$ cat config.mk
export PLATFORM = sky130hd
export DESIGN_NAME = axis_decimator_flat
export DESIGN_NICKNAME = d
export VERILOG_FILES = /design/src/rtl/vib_axis_pkg.sv /design/src/rtl/axis_decimator_if.sv /design/src/rtl/axis_decimator_lane.sv /design/src/rtl/axis_decimator.sv /design/src/flat_wrapper.sv
export SDC_FILE = /design/constraint.sdc
export NUM_CORES = 1
export LEC_CHECK = 0
export CORE_AREA = 2 2 127 129
export DETAILED_ROUTE_END_ITERATION = 10
export DIE_AREA = 0 0 129 131
export PLACE_DENSITY_LB_ADDON = 0.1
export SYNTH_ARGS = -nofsm -noshare
export SYNTH_HDL_FRONTEND = slang
export SYNTH_SLANG_ARGS = --single-unit
$ cat constraint.sdc
create_clock -name aclk -period 5 [get_ports aclk]
set_input_delay 1 -clock aclk [delete_from_list [all_inputs] [get_ports aclk]]
set_output_delay 1 -clock aclk [all_outputs]
set_load 0.1 [all_outputs]
$ cat src/rtl/vib_axis_pkg.sv
// Shared definitions for vibrometer AXI-Stream blocks: mode enum, clog2 helper
// and default widths.
package vib_axis_pkg;

    typedef enum logic {
        MODE_PICK = 1'b0,
        MODE_AVG  = 1'b1
    } mode_e;

    localparam int unsigned DEF_TDATA_WIDTH      = 32;
    localparam int unsigned DEF_CHANNELS         = 2;
    localparam int unsigned DEF_MAX_LOG_THROTTLE = 16;

    function automatic int unsigned clog2(input int unsigned value);
        int unsigned result;
        int unsigned v;
        result = 0;
        v      = (value > 0) ? value - 1 : 0;
        while (v > 0) begin
            result = result + 1;
            v      = v >> 1;
        end
        return result;
    endfunction

endpackage

$ cat src/rtl/axis_decimator_if.sv
// AXI-Stream data/valid/ready bundle with master and slave views.
interface axis_decimator_if #(
    parameter int unsigned WIDTH = 32
) ();

    logic [WIDTH-1:0] tdata;
    logic             tvalid;
    logic             tready;

    modport master (
        output tdata,
        output tvalid,
        input  tready
    );

    modport slave (
        input  tdata,
        input  tvalid,
        output tready
    );

endinterface

$ cat src/rtl/axis_decimator_lane.sv
// One signed lane of the averaging decimator: group accumulator plus the
// final arithmetic shift by the group exponent.
module axis_decimator_lane
    import vib_axis_pkg::*;
#(
    parameter int unsigned LW               = 16,
    parameter int unsigned MAX_LOG_THROTTLE = 16,
    parameter int unsigned NW               = 5
) (
    input  logic          aclk,
    input  logic          aresetn,
    input  logic          i_en,
    input  logic          i_first,
    input  logic          i_last,
    input  logic [NW-1:0] i_n,
    input  logic [LW-1:0] i_data,
    output logic [LW-1:0] o_result
);

    localparam int unsigned AW = LW + MAX_LOG_THROTTLE;

    logic signed [AW-1:0] r_acc;
    logic signed [AW-1:0] w_ext;
    logic signed [AW-1:0] w_sum;

    assign w_ext = {{MAX_LOG_THROTTLE{i_data[LW-1]}}, i_data};

    // The first beat of a group replaces whatever the previous group left behind.
    assign w_sum    = (i_first ? '0 : r_acc) + w_ext;
    assign o_result = LW'(w_sum >>> i_n);

    always_ff @(posedge aclk) begin
        if (!aresetn) begin
            r_acc <= '0;
        end else if (i_en && !i_last) begin
            r_acc <= w_sum;
        end
    end

endmodule

$ cat src/rtl/axis_decimator.sv
// AXI-Stream decimator by 2^log_throttle (pick-last or per-lane average).
// Define AXIS_DECIMATOR_AVG_EN to compile in the averaging lanes.
module axis_decimator
    import vib_axis_pkg::*;
#(
    parameter int unsigned AXIS_TDATA_WIDTH = DEF_TDATA_WIDTH,
    parameter int unsigned CHANNELS         = DEF_CHANNELS,
    parameter int unsigned MAX_LOG_THROTTLE = DEF_MAX_LOG_THROTTLE
) (
    input  logic                 aclk,
    input  logic                 aresetn,
    input  logic [4:0]           log_throttle,
    input  logic                 avg_mode,
    axis_decimator_if.slave      S_AXIS,
    axis_decimator_if.master     M_AXIS,
    output logic [31:0]          group_count
);

    localparam int unsigned LW = AXIS_TDATA_WIDTH / CHANNELS;
    localparam int unsigned NW = clog2(MAX_LOG_THROTTLE + 1);
    localparam int unsigned CW = (MAX_LOG_THROTTLE > 0) ? MAX_LOG_THROTTLE : 1;

    logic                        r_run;
    logic [CW-1:0]               r_cnt;
    logic [NW-1:0]               r_n;
    mode_e                       r_mode;
    logic                        r_mvalid;
    logic [AXIS_TDATA_WIDTH-1:0] r_mdata;
    logic [31:0]                 r_group_count;

    logic                        w_in_acc;
    logic                        w_out_acc;
    logic                        w_first;
    logic                        w_last;
    logic [NW-1:0]               w_n_clamped;
    logic [NW-1:0]               w_n;
    mode_e                       w_mode_in;
    mode_e                       w_mode;
    logic [CW-1:0]               w_limit;
    logic [AXIS_TDATA_WIDTH-1:0] w_avg_word;
    logic [AXIS_TDATA_WIDTH-1:0] w_out_word;

    assign S_AXIS.tready = r_run && (!r_mvalid || M_AXIS.tready);
    assign M_AXIS.tvalid = r_mvalid;
    assign M_AXIS.tdata  = r_mdata;
    assign group_count   = r_group_count;

    assign w_in_acc  = S_AXIS.tvalid && S_AXIS.tready;
    assign w_out_acc = r_mvalid && M_AXIS.tready;

    assign w_n_clamped = (32'(log_throttle) > MAX_LOG_THROTTLE) ? NW'(MAX_LOG_THROTTLE)
                                                                : NW'(log_throttle);

    // Group parameters come straight from the inputs on the first beat, so a
    // one-beat group (n = 0) is already decided with the new exponent.
    assign w_first = (r_cnt == '0);
    assign w_n     = w_first ? w_n_clamped : r_n;
    assign w_mode  = w_first ? w_mode_in : r_mode;
    assign w_limit = ~({CW{1'b1}} << w_n);
    assign w_last  = (r_cnt == w_limit);

`ifdef AXIS_DECIMATOR_AVG_EN
    assign w_mode_in = mode_e'(avg_mode);

    for (genvar k = 0; k < CHANNELS; k++) begin : g_lane
        axis_decimator_lane #(
            .LW               (LW),
            .MAX_LOG_THROTTLE (MAX_LOG_THROTTLE),
            .NW               (NW)
        ) u_lane (
            .aclk     (aclk),
            .aresetn  (aresetn),
            .i_en     (w_in_acc),
            .i_first  (w_first),
            .i_last   (w_last),
            .i_n      (w_n),
            .i_data   (S_AXIS.tdata[k*LW +: LW]),
            .o_result (w_avg_word[k*LW +: LW])
        );
    end
`else
    // Pick-only build: the mode port stays for compatibility but reads as pick.
    assign w_mode_in  = mode_e'(avg_mode & 1'b0);
    assign w_avg_word = S_AXIS.tdata;
`endif

    assign w_out_word = (w_mode == MODE_AVG) ? w_avg_word : S_AXIS.tdata;

    always_ff @(posedge aclk) begin
        if (!aresetn) begin
            r_run         <= 1'b0;
            r_cnt         <= '0;
            r_n           <= '0;
            r_mode        <= MODE_PICK;
            r_mvalid      <= 1'b0;
            r_mdata       <= '0;
            r_group_count <= '0;
        end else begin
            r_run <= 1'b1;

            if (w_in_acc) begin
                if (w_first) begin
                    r_n    <= w_n_clamped;
                    r_mode <= w_mode_in;
                end
                r_cnt <= w_last ? '0 : r_cnt + CW'(1);
                if (w_last) begin
                    r_mdata <= w_out_word;
                end
            end

            if (w_in_acc && w_last) begin
                r_mvalid <= 1'b1;
            end else if (w_out_acc) begin
                r_mvalid <= 1'b0;
            end

            if (w_out_acc) begin
                r_group_count <= r_group_count + 32'd1;
            end
        end
    end

endmodule

$ cat src/flat_wrapper.sv
// flat-port wrapper written by rule: the top's interface ports become plain ports
module axis_decimator_flat import vib_axis_pkg::*;
#(
    parameter int unsigned AXIS_TDATA_WIDTH = DEF_TDATA_WIDTH,
    parameter int unsigned CHANNELS         = DEF_CHANNELS,
    parameter int unsigned MAX_LOG_THROTTLE = DEF_MAX_LOG_THROTTLE
)
  (aclk, aresetn, log_throttle, avg_mode, group_count, S_AXIS_tdata, S_AXIS_tvalid, S_AXIS_tready, M_AXIS_tdata, M_AXIS_tvalid, M_AXIS_tready);
  axis_decimator_if #(.WIDTH((32))) S_AXIS_i ();
  axis_decimator_if #(.WIDTH((32))) M_AXIS_i ();
  input  logic aclk;
  input  logic aresetn;
  input  logic [4:0] log_throttle;
  input  logic avg_mode;
  output logic [31:0] group_count;
  input wire logic [$bits(S_AXIS_i.tdata)-1:0] S_AXIS_tdata;
  input wire logic [$bits(S_AXIS_i.tvalid)-1:0] S_AXIS_tvalid;
  output wire logic [$bits(S_AXIS_i.tready)-1:0] S_AXIS_tready;
  output wire logic [$bits(M_AXIS_i.tdata)-1:0] M_AXIS_tdata;
  output wire logic [$bits(M_AXIS_i.tvalid)-1:0] M_AXIS_tvalid;
  input wire logic [$bits(M_AXIS_i.tready)-1:0] M_AXIS_tready;
  assign S_AXIS_i.tdata = S_AXIS_tdata;
  assign S_AXIS_i.tvalid = S_AXIS_tvalid;
  assign S_AXIS_tready = S_AXIS_i.tready;
  assign M_AXIS_tdata = M_AXIS_i.tdata;
  assign M_AXIS_tvalid = M_AXIS_i.tvalid;
  assign M_AXIS_i.tready = M_AXIS_tready;
  axis_decimator #(.AXIS_TDATA_WIDTH(AXIS_TDATA_WIDTH), .CHANNELS(CHANNELS), .MAX_LOG_THROTTLE(MAX_LOG_THROTTLE)) u_core (.aclk(aclk), .aresetn(aresetn), .log_throttle(log_throttle), .avg_mode(avg_mode), .S_AXIS(S_AXIS_i), .M_AXIS(M_AXIS_i), .group_count(group_count));
endmodule
# Word level (Yosys, flattened, before mapping)
# Index checks and enable logic that the tools add are counted.
[totals] reg_bits=87 input_bits=42 wordCells=27
[classes] addsub=2 magnitude_cmp=1 n_eq_ne=1 shifts=1 mux=6 n_bitwise=1 n_reduce_logical=9
[op_table] cell="$add 32x1->32 const B" count=1
[op_table] cell="$add 16x1->16 const B" count=1
[op_table] cell="$eq 16x16->1" count=1
[op_table] cell="$logic_not 16->1" count=1
[op_table] cell="$mux 16" count=1
[op_table] cell="$not 16->16" count=1
[op_table] cell="$shl 16x5->16 const A" count=1
[op_table] cell="$mux 5" count=2
[op_table] cell="$gt 5x5->1 const B" count=1
[op_table] cell="$logic_and 1x1->1" count=4
[op_table] cell="$mux 1" count=3
[op_table] cell="$reduce_and 2->1" count=1
[op_table] cell="$reduce_bool 2->1" count=1
[op_table] cell="$logic_not 1->1" count=1
[op_table] cell="$logic_or 1x1->1" count=1

# Longest topological paths before layout
# Gate-level depths: netlist of run 1.
[logic_depth] ltp_word=8 ltp_mapped=14 ltp_nobuf=10

# Least setup slack after synthesis of run 1
# No wires, ideal clock.
[synth_path] kind="input to register" start="in log_throttle[3]" end="reg u_core.r_mdata[0], in the netlist u_core.M_AXIS.tdata[0]" setup_ps=72 arrival_time_ps=3192 required_time_ps=4928 slack_ps=1736 cell_stages=12 n_path_buf=4 cell_sequence="buf_2 -> or2_2 -> clkbuf_1 -> a31oi_1 -> mux2i_1 -> xor2_1 -> a2111oi_1 -> nand4_2 -> nor3_2 -> buf_6 -> buf_12 -> mux2i_1"
[synth_between] elab_chain_len=7
[synth_lines] element="start: declaration" line="flat_wrapper.sv:13" rtl="input logic [4:0] log_throttle;"
[synth_lines] element="$gt 5x5->1" line="axis_decimator.sv:51" rtl="assign w_n_clamped = (32'(log_throttle) > MAX_LOG_THROTTLE) ? NW'(MAX_LOG_THROTTLE)"
[synth_lines] element="$mux 5 *" line="axis_decimator.sv:51"
[synth_lines] element="$mux 5 *" line="axis_decimator.sv:57" rtl="assign w_n = w_first ? w_n_clamped : r_n;"
[synth_lines] element="$shl 16x5->16 *" line="axis_decimator.sv:59" rtl="assign w_limit = ~({CW{1'b1}} << w_n);"
[synth_lines] element="$not 16->16 *" line="axis_decimator.sv:59"
[synth_lines] element="$eq 16x16->1 *" line="axis_decimator.sv:60" rtl="assign w_last = (r_cnt == w_limit);"
[synth_lines] element="$reduce_and 2->1 (no line) *"
[synth_lines] element="end signal: assignment" line="axis_decimator.sv:108" rtl="r_mdata <= w_out_word;"
[synth_lines] element="end: declaration" line="axis_decimator.sv:28" rtl="logic [AXIS_TDATA_WIDTH-1:0] r_mdata;"
# Mark *: on every way between the ends. The rest lies on a longest branch, timed or not.
# A chain may end at the register's enable or synchronous reset.

# Worst setup path in the final report of run 1
[layout_path] start="in log_throttle[3]" end="reg u_core.r_mdata[18], in the netlist u_core.M_AXIS.tdata[18]"
# The elaborated chain is that of the path after synthesis.

==> results of run 1 <==
cell type report:
type / instances / area, um2
Tap cell: 216 / 270
Multi-Input combinational cell: 392 / 2580
Clock buffer: 10 / 239
Inverter: 7 / 26.3
Fill cell: 1593 / 9560
Clock inverter: 6 / 68.8
Timing Repair Buffer: 112 / 1110
Sequential cell: 87 / 1740
worst min-delay path by stage:
| stage | end | depth (start not counted) | from | slack [ns] |
|---|---|---|---|---|
| floorplan | u_core.r_cnt[1] | 2 | u_core.r_cnt[1] | 0.49 |
| global placement | u_core.M_AXIS.tdata[2] | 2 | u_core.M_AXIS.tdata[2] | 0.44 |
| detailed placement | u_core.M_AXIS.tdata[28] | 2 | u_core.M_AXIS.tdata[28] | 0.45 |
| CTS | u_core.M_AXIS.tdata[28] | 2 | u_core.M_AXIS.tdata[28] | 0.46 |
| global route | u_core.M_AXIS.tdata[19] | 2 | u_core.M_AXIS.tdata[19] | 0.47 |
| finish | u_core.M_AXIS.tdata[28] | 2 | u_core.M_AXIS.tdata[28] | 0.45 |
critical path, delay by kind of cell:
| family | cells | cell delay (ns) |
|---|---|---|
| buf+inv | 2 | 0.90 |
| xor+xnor | 1 | 0.17 |
| mux | 2 | 0.36 |
| simple gates | 3 | 0.96 |
| compound gates | 2 | 0.59 |
per-stage QoR:
stage	instances	instance area (um2)	total power [mW]	hold WS, ns
finish	830	6040	1.53	0.453
global route	830	6040	1.60	0.472
CTS	830	6040	1.56	0.459
detailed placement	814	5730	0.846	0.448
global placement	814	5730	0.844	0.441
floorplan	525	4570	0.796	0.494
placed cells by master (no fill, tap or decap), drive strengths merged, types with 11 or more instances in the layout:
master / instances
o21ai: 17
nor2: 16
xnor2: 27
dfxtp: 87
nor3b: 13
mux2i: 43
nand4: 11
a21boi: 15
nand3: 20
xor2: 14
and2: 27
clkdlybuf4s50: 104
nand2: 94
nor3: 12
kinds of logic (layout without fill, tap and decap cells):
family | after synthesis | in the layout
DFF | 87 | 87
AOI/OAI and AO/OA | 70 | 70
and+or+nand+nor | 234 | 234
muxes | 44 | 44
buffers and inverters | 46 | 135
xor gates and xnor gates | 41 | 41
adders and majority gates | 3 | 3
per-layer routing:
layer	vias to the layer above	GRT usage
met2	84	0.227
met4	0	0.0467
li1	1974	-
met5	-	0
met3	12	0.0521
met1	1859	0.180
power by group:
group / internal [mW] / switching [mW]
Clock: 0.404 / 0.299
Sequential: 0.695 / 0.00629
Combinational: 0.0628 / 0.0649
Total: 1.16 / 0.370
flip-flops by register name, summed over array words and instances, names as in the netlist:
register / flops
u_core.r_run: 1
u_core.M_AXIS.tdata: 32
u_core.group_count: 32
u_core.r_cnt: 16
u_core.r_n: 5
u_core.M_AXIS.tvalid: 1
==> results.md, run 1 <==
- Final Hold Fails: 0
- Reg-to-reg endpoint: u_core.M_AXIS.tdata[18]
- TritonCTS buffer count: 9
- Highest metal used: met4
- Setup WS pre-CTS: around 0.9 ns
- Post-synth EDFFs: 0
- Setup violations, final: 0
- Post-Synth Simple-Gate Area: 0.274
- Worst reg-to-reg path cell count: 11
- Global route overflow: 0
- Top-count cell post-synth: nand2_1
- Metal3 WL: 745 um
- Gp weighted congestion: ~0.77
- Worst slew pin tran: 1.01 ns
- Antenna-violating nets left: 0
- Die area: 0.0169 mm2
- Die W: 129 um
- Worst setup startpoint: log_throttle[3]
- Setup tns final: 0 ns
- Setup Fix Bufs, Post-CTS: 0
- Core area: 0.0156 mm2
- CP Class: input port to flop
- Routed vias: 3929
- Maximum vdd drop: between 0.00015 and 0.0002 V
- Flop-to-flop setup slack: 1.66 ns
- Post-synthesis xor/xnor area fraction: 0.0785
- Vias in the first global route: 3934
- Clock skew: 0.0128 ns
- Post-layout min period: 3.75 ns
- Final WS setup: between 1 and 1.5 ns
- Worst skew pair latency: ~0.35 ns
- Post-synth top area share: 0.381
- Synth cell count leaders: nand2_1, dfxtp_1, mux2i_1
- Relative slew slack: 0.323
- WP data required: approximately 5.3 ns
- Metal1 wirelength: 5400 um
- Die H: 131 um
- Final Cycle Share: 0.750
- Power density over the cells: between 200 and 300 mW/mm2
- Avg WL per Cell: 13.9 um
- Hold Crit Class: flop to flop
- Status: complete, no violations
- Setup crit end: u_core.M_AXIS.tdata[18]
- Startpoint Class: input port
- Root Driver: clkbuf_16
- Worst r2r src: u_core.r_cnt[0]
- Leak Pwr: 2.03 nW
- Synth area leader: dfxtp_1
- Mean Syn Cell Area: a little under 9 um2
- Max-Cap Viols: 0
- Drt drc: 0
- Post-synthesis sequential area ratio: 0.381
- Slowest-stage cell, CP: clkdlybuf4s50_1
- Number of DRC markers in iteration 0: 144
- CTS Sinks: 87
- Synth area leaders: dfxtp_1, mux2i_1, nand2_1
- IO Count: 108
- Via density: 4.73
- Final core occ: 0.387
- Unrepaired setup endpoints after global routing: no
- Htree depth: 3
- Post-CTS Resized: 0
- Drt total wl: roughly 12000 um
- Hold_buf cts: 0
- CP most frequent cell: mux2i_1
- Synth Area in Compound Gates: 0.106
- Cells after Synth: 525
- Nets: 654
- First-pass GRT wire length: 19300 um
- WP data arrival: 4.01 ns
- CTS tree: built
- N_diodes: 0
- Initial antenna violation count: 0
- Synth warnings: 0
- Largest net degree at the start of global routing: 52
- Yosys cell types: 53
- Largest family of logic cells by synthesized area: simple AND/OR/NAND/NOR gates
- Maximum fanout along the worst path: 45
- Post-synth net total: 570
- Final Max Tran Viols: 0
- Mapped Area: roughly 0.0046 mm2
- Share of post-route cells with drive strength above 1: 0.0635
- Mux contribution to synthesized area: 0.0966
- FP Rows: 46
- Top FF cell, synth: dfxtp_1
- Post-synthesis async set-or-reset flop share: 0
- Reg clk slew, reported paths: 0.07 ns
- Max Root-Sink Buffers: 2
- HPWL Detailed: 7920 um
- CP Capture Type: flop
- Initial Util: 0.293
- Post-Synth Adder-Cell Area: 0.00821
- Synthesis-to-finish area growth: 32.1%
- #FFs+latches synth: 87
- CP cell instances: clkdlybuf4s50_1, or2_2, a31oi_1, mux2i_1, xor2_1, a2111oi_1, nand4_2, nor3_4, buf_12, mux2i_1
- DR pass1 iterations: 5
- F_max: around 270 MHz
- Met2 Wirelength: 5280 um
- Total Routing Usage GR: 0.143
- Slowest stage delay, CP: 0.62 ns
- IO buf count: 106
Power figures use the tool's default switching activity.
==> inputs of run 2 (changes only) <==
==> constraint.sdc (replaced) <==
create_clock -name aclk -period 3.3 [get_ports aclk]
set_input_delay 0.66 -clock aclk [delete_from_list [all_inputs] [get_ports aclk]]
set_output_delay 0.66 -clock aclk [all_outputs]
set_load 0.1 [all_outputs]
==> run 2 against run 1 <==
Net effect:
- cell area is 1.4% higher
- critical path depth is 1 higher
- clock-buffer cell count is 1 lower
- clock skew is 0.0046 ns lower
- global-route usage is 0.16 points higher
- die area stayed put
- first-iteration DRC count is 70% higher
- final cell count is 3.3% higher
- power is 56% higher
- sequential share of layout area is 0.39 points lower
- sequential power is 51% higher
- worst hold slack better by 0.0066 ns
- critical endpoint is now u_core.M_AXIS.tdata[17]
- highest routed layer unchanged
==> results.md, run 2 (synthesized netlist as in run 1, its figures left out) <==
- DP Area: 0.00575 mm2 (+0.22%)
- Final Max Tran Viols: 0 (unchanged)
- Status: complete, no violations
- Drt drc: 0 (unchanged)
- Fin area: 0.00612 mm2 (+1.4%)
- Drt total wl: 12000 um (+3.5%)
- Max Root-Sink Buffers: 2 (unchanged)
- Power density over the cells: 391 mW/mm2 (+54%)
- Gp weighted congestion: 0.814 (+5.7%)
- Placed Cells: 834 (+2.5%)
- Slowest-stage cell, CP: clkdlybuf4s50_1
- Reg clk slew, reported paths: 0.07 ns (about the same)
- Number of DRC markers in iteration 0: 245 (+70%)
- Core area: 0.0156 mm2 (unchanged)
- Routed vias: 3993 (+1.6%)
- Slowest stage delay, CP: 0.47 ns (-0.15 ns)
- WP data required: 3.57 ns (-1.69 ns)
- Die W: 129 um (unchanged)
- Relative slew slack: 0.482 (+0.159)
- Nets: 681 (+4.1%)
- Share of post-route cells with drive strength above 1: 0.204 (+0.141)
- Post-layout min period: 3.03 ns
- Worst setup startpoint: log_throttle[0]
- Htree depth: 3 (unchanged)
- Non-Filler Instances: 857 (+3.3%)
- Clock skew: 0.00813 ns (-0.00464 ns)
- FP Rows: 46 (unchanged)
- IO Count: 108 (unchanged)
- TritonCTS buffer count: 9 (unchanged)
- Worst hold slack: 0.459 ns (+0.00662 ns)
- CP Capture Type: flop
- IO buf count: 106 (unchanged)
- Fillers: 1644 (+3.2%)
- Hold path depth: 2 (unchanged)
- CP cell instances: clkdlybuf4s50_1, a2111oi_0, buf_4, xor2_1, o21ai_0, o21ai_0, o2111a_1, nand4_2, nor3_4, buf_4, mux2i_1
- Commonest non-fill, non-tap cell in the layout: buf_4
- Maximum vdd drop: 0.000237 V (+22%)
- Hold_buf cts: 0 (unchanged)
- Total Routing Usage GR: 0.144 (+0.00159)
- Maximum fanout along the worst path: 16 (-64%)
- CP Class: input port to flop
- Largest net degree at the start of global routing: 53 (+1.9%)
- Area of the multi-input gates: 0.00260 mm2 (+0.48%)
- Via density: 4.66 (-1.6%)
- HPWL Detailed: 8270 um (+4.4%)
- Synthesis-to-finish area growth: 33.9%
- Worst reg-to-reg path cell count: 12 (+1)
- Avg WL per Cell: 14.0 um (+0.20%)
- Die area: 0.0169 mm2 (unchanged)
- CTS Sinks: 87 (unchanged)
- Antenna-violating nets left: 0 (unchanged)
- Hold Startpoint: u_core.M_AXIS.tdata[10]
- Setup violations, final: 0 (unchanged)
- Leak Pwr: 2.31 nW (+14%)
- Final Hold Fails: 0 (unchanged)
- Startpoint Class: input port
- CTS tree: built
- Initial antenna violation count: 0 (unchanged)
- Worst skew pair latency: 0.34 ns (about the same)
- Vias in the first global route: 3808 (-3.2%)
- Root Driver: clkbuf_16
- Setup WS pre-CTS: -0.0682 ns (-0.996 ns)
- N_diodes: 0 (unchanged)
- First-pass GRT wire length: 19400 um (+0.29%)
- Worst r2r src: u_core.r_cnt[0]
- Storage element area: 0.00174 mm2 (unchanged)
- Most frequent cells in the layout: buf_4, nand2_1, dfxtp_1
- Final WS setup: 0.266 ns (-0.985 ns)
- WP data arrival: 3.31 ns (-0.70 ns)
- Worst slew pin tran: 0.777 ns (-0.235 ns)
- Max-Cap Viols: 0 (unchanged)
- Final Cycle Share: 0.919
- Hold Crit Class: flop to flop
- Unrepaired setup endpoints after global routing: no
- Total power: 2.39 mW (+56%)
- Global route overflow: 0 (unchanged)
- Initial Util: 0.293 (unchanged)
- F_max: 330 MHz
- DR pass1 iterations: 4 (-1)
- Die H: 131 um (unchanged)
==> run 2: cell types whose count changed in the layout (fill, tap and decap cells not counted), sizes merged <==
cell / change
buf: +91
clkdlybuf4s50: -65
clkinv: -2
clkinvlp: +2
bufinv: +1
clkbuf: -1
nand4: +1
==> run 2: per-stage QoR <==
| stage | util | setup TNS (ns) |
|---|---|---|
| finish | 0.393 | 0 |
| CTS | 0.389 | 0 |
| detailed placement | 0.368 | -1.38 |
| floorplan | - | 0 |
| global placement | 0.368 | -0.828 |
| global route | 0.393 | 0 |
==> run 2: critical path: cells and delay by family <==
family / cells / cell delay (ns)
buffers and inverters: 3 / 0.93
AO/OA/AOI/OAI: 4 / 0.99
XOR/XNOR: 1 / 0.15
multiplexers: 1 / 0.21
AND/OR/NAND/NOR: 2 / 0.37
==> run 2: power by group <==
| group | switching [mW] | total [mW] | internal [mW] | leakage, nW |
|---|---|---|---|---|
| Combinational | 0.106 | 0.220 | 0.114 | 1.46 |
| Sequential | 0.00888 | 1.06 | 1.05 | 0.701 |
| Clock | 0.447 | 1.11 | 0.665 | 0.148 |
| Total | 0.562 | 2.39 | 1.83 | 2.31 |
==> run 2: area by class of cell <==
cell class                      count  area share
Timing Repair Buffer              138       0.191
Sequential cell                    87       0.284
Inverter                            7     0.00429
Clock buffer                        9      0.0368
Clock inverter                      7      0.0157
Multi-Input combinational cell    393       0.424
Tap cell                          216      0.0441
==> run 2: path summary, 6_finish.rpt <==
| path | endpoint | slack (ns) |
|---|---|---|
| hold / removal | u_core.M_AXIS.tdata[10] | 0.46 |
| setup / recovery | u_core.M_AXIS.tdata[17] | 0.27 |
| setup reg to reg | u_core.M_AXIS.tdata[17] | 0.30 |
| hold reg to reg | u_core.M_AXIS.tdata[10] | 0.46 |
==> run 2: what timing repair did <==
item | CTS | global route
endpoints found under the setup margin | 0 | 32
buffers inserted | 0 | 6
resized for setup | 0 | 0
==> run 2: routing by layer <==
metal / wire, um / GRT usage / vias up
li1: - / - / 2033
met1: 5510 / 0.183 / 1852
met2: 5540 / 0.228 / 93
met3: 752 / 0.0489 / 15
met4: 173 / 0.0537 / 0
met5: 0 / 0 / -
==> inputs of run 3 (changes only) <==
--- a/config.mk
+++ b/config.mk
@@ -5,6 +5,8 @@
 export SDC_FILE = /design/constraint.sdc
 export NUM_CORES = 1
 export LEC_CHECK = 0
+export ABC_CLOCK_PERIOD_IN_PS = 3300
+export CAP_MARGIN = 25
 export CORE_AREA = 2 2 127 129
 export DETAILED_ROUTE_END_ITERATION = 10
 export DIE_AREA = 0 0 129 131
==> results of run 3 <==
Final layout, timing and power as in run 2 (identical DEF).
